$ cat config.mk
export PLATFORM = sky130hd
export DESIGN_NAME = shifter_regfile
export DESIGN_NICKNAME = d
export VERILOG_FILES = /design/src/rtl/shifter_regfile.sv
export SDC_FILE = /design/constraint.sdc
export NUM_CORES = 1
export LEC_CHECK = 0
export CAP_MARGIN = 10
export CORE_UTILIZATION = 30
export DETAILED_ROUTE_END_ITERATION = 16
export PLACE_DENSITY_LB_ADDON = 0.12
export SLEW_MARGIN = 20
export SYNTH_ARGS = -nofsm -noshare
export SYNTH_HDL_FRONTEND = slang
export SYNTH_SLANG_ARGS = --single-unit
$ cat constraint.sdc
create_clock -name clk -period 1.85 [get_ports clk]
set_input_delay 0.4625 -clock clk [delete_from_list [all_inputs] [get_ports clk]]
set_output_delay 0.4625 -clock clk [all_outputs]
set_load 0.1 [all_outputs]
$ cat src/rtl/shifter_regfile.sv
// shifter_regfile
//   Back end of the MIC-1 datapath. The ALU result is shifted onto the C bus,
//   the ALU N/Z flags are latched, the selected registers are written, and
//   H / the chosen B source are driven back into the ALU. The block also owns
//   the two memory ports: a word port (MAR/MDR) and a byte fetch port (PC/MBR).
//
// Ports
//   clk, rst_n            clock (rising edge), async active-low reset
//   alu_y, alu_n, alu_z   ALU result and flags
//   shift                 00 none, 01 arithmetic right by 1, 10 left by 8, 11 none
//   c_sel                 write enables {H,OPC,TOS,CPP,LV,SP,PC,MDR,MAR}
//   b_sel                 B bus source (0 MDR .. 8 OPC, 9-15 zero)
//   rd, wr, fetch         memory request pulses
//   a_bus, b_bus          ALU operand buses
//   n_flag, z_flag        registered ALU flags
//   busy                  any memory transaction outstanding
//   mem_*                 word port (byte address, write enable, write data, ack, read data)
//   ftc_*                 byte fetch port (address, ack, read data)

module shifter_regfile #(
  parameter int               NBITS   = 32,
  parameter logic [NBITS-1:0] SP_RST  = '0,
  parameter logic [NBITS-1:0] LV_RST  = '0,
  parameter logic [NBITS-1:0] CPP_RST = '0
) (
  input  logic             clk,
  input  logic             rst_n,
  input  logic [NBITS-1:0] alu_y,
  input  logic             alu_n,
  input  logic             alu_z,
  input  logic [1:0]       shift,
  input  logic [8:0]       c_sel,
  input  logic [3:0]       b_sel,
  input  logic             rd,
  input  logic             wr,
  input  logic             fetch,
  output logic [NBITS-1:0] a_bus,
  output logic [NBITS-1:0] b_bus,
  output logic             n_flag,
  output logic             z_flag,
  output logic             busy,
  output logic             mem_req,
  output logic             mem_we,
  output logic [NBITS-1:0] mem_addr,
  output logic [NBITS-1:0] mem_wdata,
  input  logic             mem_ack,
  input  logic [NBITS-1:0] mem_rdata,
  output logic             ftc_req,
  output logic [NBITS-1:0] ftc_addr,
  input  logic             ftc_ack,
  input  logic [7:0]       ftc_rdata
);

  typedef enum logic {IDLE, PEND} port_state_t;

  port_state_t      word_state, fetch_state;
  logic [NBITS-1:0] c_bus;
  logic [NBITS-1:0] h, opc, tos, cpp, lv, sp, pc, mdr, mar;
  logic [7:0]       mbr;
  logic             rd_done;

  always_comb begin
    case (shift)
      2'b01:   c_bus = {alu_y[NBITS-1], alu_y[NBITS-1:1]};
      2'b10:   c_bus = {alu_y[NBITS-9:0], 8'h00};
      default: c_bus = alu_y;
    endcase
  end

  // A completed read owns MDR on its ack edge, even if C also targets MDR.
  assign rd_done = (word_state == PEND) && mem_ack && !mem_we;

  always_ff @(posedge clk or negedge rst_n) begin
    if (!rst_n) begin
      h      <= '0;
      opc    <= '0;
      tos    <= '0;
      cpp    <= CPP_RST;
      lv     <= LV_RST;
      sp     <= SP_RST;
      pc     <= '0;
      mdr    <= '0;
      mar    <= '0;
      n_flag <= 1'b0;
      z_flag <= 1'b1;
    end else begin
      n_flag <= alu_n;
      z_flag <= alu_z;
      if (c_sel[8]) h   <= c_bus;
      if (c_sel[7]) opc <= c_bus;
      if (c_sel[6]) tos <= c_bus;
      if (c_sel[5]) cpp <= c_bus;
      if (c_sel[4]) lv  <= c_bus;
      if (c_sel[3]) sp  <= c_bus;
      if (c_sel[2]) pc  <= c_bus;
      if (rd_done)       mdr <= mem_rdata;
      else if (c_sel[1]) mdr <= c_bus;
      if (c_sel[0]) mar <= c_bus;
    end
  end

  // Word port: address, direction and data are captured at the request edge
  // so they stay stable while the request is pending. MAR holds a word index,
  // hence the shift to a byte address.
  always_ff @(posedge clk or negedge rst_n) begin
    if (!rst_n) begin
      word_state <= IDLE;
      mem_req    <= 1'b0;
      mem_we     <= 1'b0;
      mem_addr   <= '0;
      mem_wdata  <= '0;
    end else begin
      case (word_state)
        IDLE: begin
          if (rd || wr) begin
            word_state <= PEND;
            mem_req    <= 1'b1;
            mem_we     <= wr;
            mem_addr   <= mar << 2;
            mem_wdata  <= mdr;
          end
        end
        PEND: begin
          if (mem_ack) begin
            word_state <= IDLE;
            mem_req    <= 1'b0;
          end
        end
      endcase
    end
  end

  // Fetch port runs independently of the word port and may overlap it.
  always_ff @(posedge clk or negedge rst_n) begin
    if (!rst_n) begin
      fetch_state <= IDLE;
      ftc_req     <= 1'b0;
      ftc_addr    <= '0;
      mbr         <= '0;
    end else begin
      case (fetch_state)
        IDLE: begin
          if (fetch) begin
            fetch_state <= PEND;
            ftc_req     <= 1'b1;
            ftc_addr    <= pc;
          end
        end
        PEND: begin
          if (ftc_ack) begin
            fetch_state <= IDLE;
            ftc_req     <= 1'b0;
            mbr         <= ftc_rdata;
          end
        end
      endcase
    end
  end

  assign busy  = mem_req | ftc_req;
  assign a_bus = h;

  always_comb begin
    case (b_sel)
      4'd0:    b_bus = mdr;
      4'd1:    b_bus = pc;
      4'd2:    b_bus = {{(NBITS-8){mbr[7]}}, mbr};
      4'd3:    b_bus = {{(NBITS-8){1'b0}}, mbr};
      4'd4:    b_bus = sp;
      4'd5:    b_bus = lv;
      4'd6:    b_bus = cpp;
      4'd7:    b_bus = tos;
      4'd8:    b_bus = opc;
      default: b_bus = '0;
    endcase
  end

endmodule

Yosys cells after proc, flatten, opt, wreduce, memory -nomap -nowiden
Cells that the tools add are included.

storage, ports and cells
  bits of input ports = 96
  register bits after elaboration = 395
  output and inout port bits = 166

cells by class
  multiplexer cells = 16
  equal/unequal tests = 14
  bitwise gates (word level) = 3
  reductions and logical operators = 11

operators by type and width
  kind                                                                    number
  32-bit case mux with 9 select lines                                     1
  32-bit 2-to-1 mux                                                       2
  32-bit case mux with 2 select lines                                     1
  4-bit by 3-bit equality test with 1-bit output (second input constant)  4
  2-bit AND reduction                                                     5
  4-bit by 2-bit equality test with 1-bit output (second input constant)  2
  1-bit 2-to-1 mux                                                        8
  2-bit inequality test (second input constant)                           4
  1-bit case mux with 2 select lines                                      4
  4-bit by 1-bit equality test with 1-bit output (second input constant)  1
  4-bit equality test (second input constant)                             1
  4-bit logical NOT                                                       1
  2-bit by 1-bit equality test with 1-bit output (second input constant)  1
  2-bit equality test (second input constant)                             1
  1-bit logical AND                                                       2
  1-bit inverter                                                          2
  2-bit nonzero test                                                      1
  1-bit logical NOT                                                       1
  1-bit logical OR                                                        1
  1-bit OR                                                                1

Logic depth before layout (Yosys ltp)
  depth after elaboration = 4
  depth in mapped cells = 8
  mapped depth without buffers = 6

Least setup slack after synthesis
OpenSTA, ideal clock, no wires.

  path type = input -> output
  start = input b_sel[0]
  end = output b_bus[2]
  data required time = 1387 ps
  arrival = 2762 ps
  path buffers = 3
  stages on the path = 5
  setup slack = -1374 ps
  path through = buf_4 > or3_1 > buf_2 > buf_6 > o221ai_1

between the ends
  word-level cells in the longest chain between the ends = 2
  elaborated cells between the ends (all ways) = 10
  classes of those cells = eq/ne (8); mux (1); reduce/logical (1)

RTL lines
  what                                               line  RTL
  start, declared                                    33    input logic [3:0] b_sel,
  4-bit equality test, or another cell as far along  164   case (b_sel)
  32-bit case mux with 9 select lines *              164
  end, declared                                      38    output logic [NBITS-1:0] b_bus,

Every way passes the cells marked *; elsewhere a longest branch is shown, timed or not.

Worst setup path after layout
  start = register mbr[7]
  end = output b_bus[10]

between the ends
  word-level cells in the longest chain between the ends = 1

RTL lines
  what                                 line  RTL
  start, declared                      59    logic [7:0] mbr;
  start signal, assigned               153   mbr <= ftc_rdata;
  32-bit case mux with 9 select lines  164

No other way between the ends.

==> results.cfg <==
[run_status]
outcome = finished with violations
violations = negative setup slack

[yosys]
synth_cells = 1420
synthArstFlopShare = 1.00
syn_area_mm2 = 0.0177
yosysSeqAreaShare = 0.558
yosysUniqueCellTypes = 60
dominantRegCellSynth = dfrtp_1
postSynthAreaPerCell_um2 = 12.5
synth_edf_count = 0
synth_warnings = 0
ys_ff_latch = 395

[run]
drv_cap = 0

[sta]
fin_skew_ns = 0.0129
setup_viol = 32
fmax_mhz = 391
rsz0062_at_grt = true
hold_viol = 0
slew_viol_final = 0
setup_slack_ns = -0.710
hold-worst-slack_ns = 0.291
setup_tns_ns = -19.01
fin_crit_sh = 1.38
min_period_ns = 2.56

[die]
initial_utilization = 0.305
core_mm2 = 0.0580
fp.dieW_um = 245
die_h_um = 245
rows = 88
boundaryPins = 262
die_area_mm2 = 0.0600

[finish]
multiInputGateArea_mm2 = 0.00806
register_area_mm2 = 0.00989
finalNetCount = 1936
fillers = 5198
syn2layout_area_growth_pct = 52.2
final_core_util = 0.465
final_area_mm2 = 0.0270
drive_above_1_share = 0.490

[pwr]
seqPwrFrac = 0.325
power.leakage_nw = 11.7
switching_share = 0.404
p_switching_mw = 14.9
power_density_mw_per_mm2 = 1370
pwr-share-comb = 0.428
ir_drop_v = 0.000946
pwr-share-clk = 0.247
p_int_mw = 22.0

[critical_path]
critPathMaxFanout = 10
worstPathArrival_ns = 2.10
critPathLaunchType = flip-flop
path_class = flip-flop to output pin
worst_ep_required_time_ns = 1.39
crit_path_end_kind = output pin

[detailed_routing]
drt_iter0_drc = 754
wire_per_inst_um = 22.9
drt-vias-per-instance = 5.00
drcViolationCount = 0
wirelength_mm = 60.3
drt_first_pass_iters = 5
ant_nets = 0
num_vias = 13171

[global_route]
grt_pass1_vias = 13891
grt_pass1_wl_mm = 90.8
grt_max_degree = 51
grt_usage = 0.203
grt_overflow = 0
antenna_found_initial = 2

[cts]
cts_tree = yes
h-tree-depth = 2
clockBufferDepth = 3
numCtsBuffers = 45
clock_latency_ns = 0.58
clock-sinks = 395
clk_pin_slew_ns = 0.06
cts_root_buffer = clkbuf_16

[worst_hold_path]
hold_path_class = input port to flip-flop

[placement]
dp_slack_ns = -1.04
place_area_mm2 = 0.0249
gp_congestion = 0.851
io_buffers = 259
hpwl_mm = 44.3
==> through the flow <==
step                cells  power (mW)
floorplan            1421        21.0
global placement     2538        27.7
detailed placement   2538        27.8
CTS                  2632        37.3
global route         2635        38.2
finish               2635        36.8
==> routing by layer <==
layer,global-route usage,wire length (um)
met5,0,0
met4,0.0507,1220
met3,0.0292,2530
met2,0.315,27600
met1,0.296,28900
==> logic make-up after synthesis <==
logic type,share of synthesized area
DFF,0.558
AOI/OAI and AO/OA,0.129
adders and majority gates,0.00141
and+or+nand+nor,0.0511
other,0.000212
muxes,0.226
buffers and inverters,0.0347
==> synthesized netlist by cell type, drive strengths merged (2+ instances only) <==
cell	number	area share
and2	3	0.0011
dfrtp	394	0.56
nand2b	8	0.0030
a31oi	3	0.0014
a22oi	37	0.018
a21o	9	0.0038
a21boi	2	0.00085
o22a	8	0.0040
clkbuf	50	0.011
nor2b	8	0.0028
o2bb2ai	5	0.0025
o211ai	3	0.0013
mux2i	26	0.015
o21a	3	0.0013
ha	2	0.0014
o21ai	17	0.0048
a221oi	11	0.0076
mux2	330	0.21
nand3b	2	0.0016
o22ai	6	0.0021
a211o	7	0.0035
nor3	2	0.00085
o221ai	14	0.0069
and3	3	0.0011
nand3	5	0.0014
a21oi	178	0.050
a22o	34	0.017
nor2	131	0.029
buf	62	0.023
nand2	33	0.0070
inv	7	0.0015
a32oi	3	0.0015
or3	3	0.0011
==> layout make-up <==
cell class,count,share of cell area
Tap cell,765,0.0355
Timing Repair Buffer,482,0.242
Antenna cell,1,0.0000928
Inverter,7,0.00125
Sequential cell,395,0.367
Clock buffer,68,0.0503
Clock inverter,10,0.00497
Multi-Input combinational cell,907,0.299
==> registers in the layout, indices dropped and copies added (netlist names) <==
register	cells
a_bus	32
cpp	32
fetch_state	1
ftc_addr	32
ftc_req	1
lv	32
mar	30
mbr	8
mdr	32
mem_addr	30
mem_req	1
mem_wdata	32
mem_we	1
n_flag	1
opc	32
pc	32
sp	32
tos	32
word_state	1
z_flag	1
==> final timing paths <==
check | slack, ns | to | start | cells after the start
max | -0.71 | b_bus[10] | mbr[7]$_DFFE_PN0P_ | 6
min | 0.29 | z_flag$_DFF_PN1_ | alu_z | 1
max reg2reg | 0.51 | mem_addr[15]$_DFFE_PN0P_ | word_state$_DFF_PN0_ | 3
min reg2reg | 0.50 | mar[22]$_DFFE_PN0P_ | mar[22]$_DFFE_PN0P_ | 1
max in group asynchronous | 0.71 | z_flag$_DFF_PN1_ | rst_n | 3
min in group asynchronous | 0.36 | cpp[31]$_DFFE_PN0P_ | rst_n | 2
==> power by group through the flow <==
stage	clock, mW	sequential (mW)	combinational, mW
floorplan	0	17.2	3.85
global placement	0	12.1	15.6
detailed placement	0	12.1	15.7
CTS	9.36	12.0	15.9
global route	9.67	12.2	16.3
finish	9.08	12.0	15.8
==> cells in the final DEF (no fill, tap or decap), drive strengths merged, types with 3 or more instances in the layout <==
cell	n
buf	399
dfrtp	394
mux2	330
a21oi	178
nor2	131
clkdlybuf4s50	79
clkbuf	69
a22oi	37
a22o	34
nand2	33
mux2i	26
o21ai	17
o221ai	14
a221oi	11
a21o	9
o22a	8
nand2b	8
nor2b	8
inv	8
a211o	7
o22ai	6
o2bb2ai	5
nand3	5
clkinv	4
and3	3
or3	3
o211ai	3
o21a	3
bufinv	3
a31oi	3
and2	3
a32oi	3
==> what timing repair did <==
action | in CTS | in global routing
cloned | 1 | 0
hold buffers | 1 | 0
buffers inserted | 15 | 4
endpoints found under the hold margin | 12 | 0
setup endpoints to repair | 217 | 170
resized for setup | 78 | 16
pin swaps | 36 | 11
==> critical path: stages, from the launching register on <==
cell     delay [ns]
dfrtp_1        0.40
nor2b_4        0.14
buf_4          0.19
a21oi_1        0.13
o22ai_1        0.08
or3_4          0.39
buf_12         0.18
Note: power is estimated with default switching activity, not from simulation.
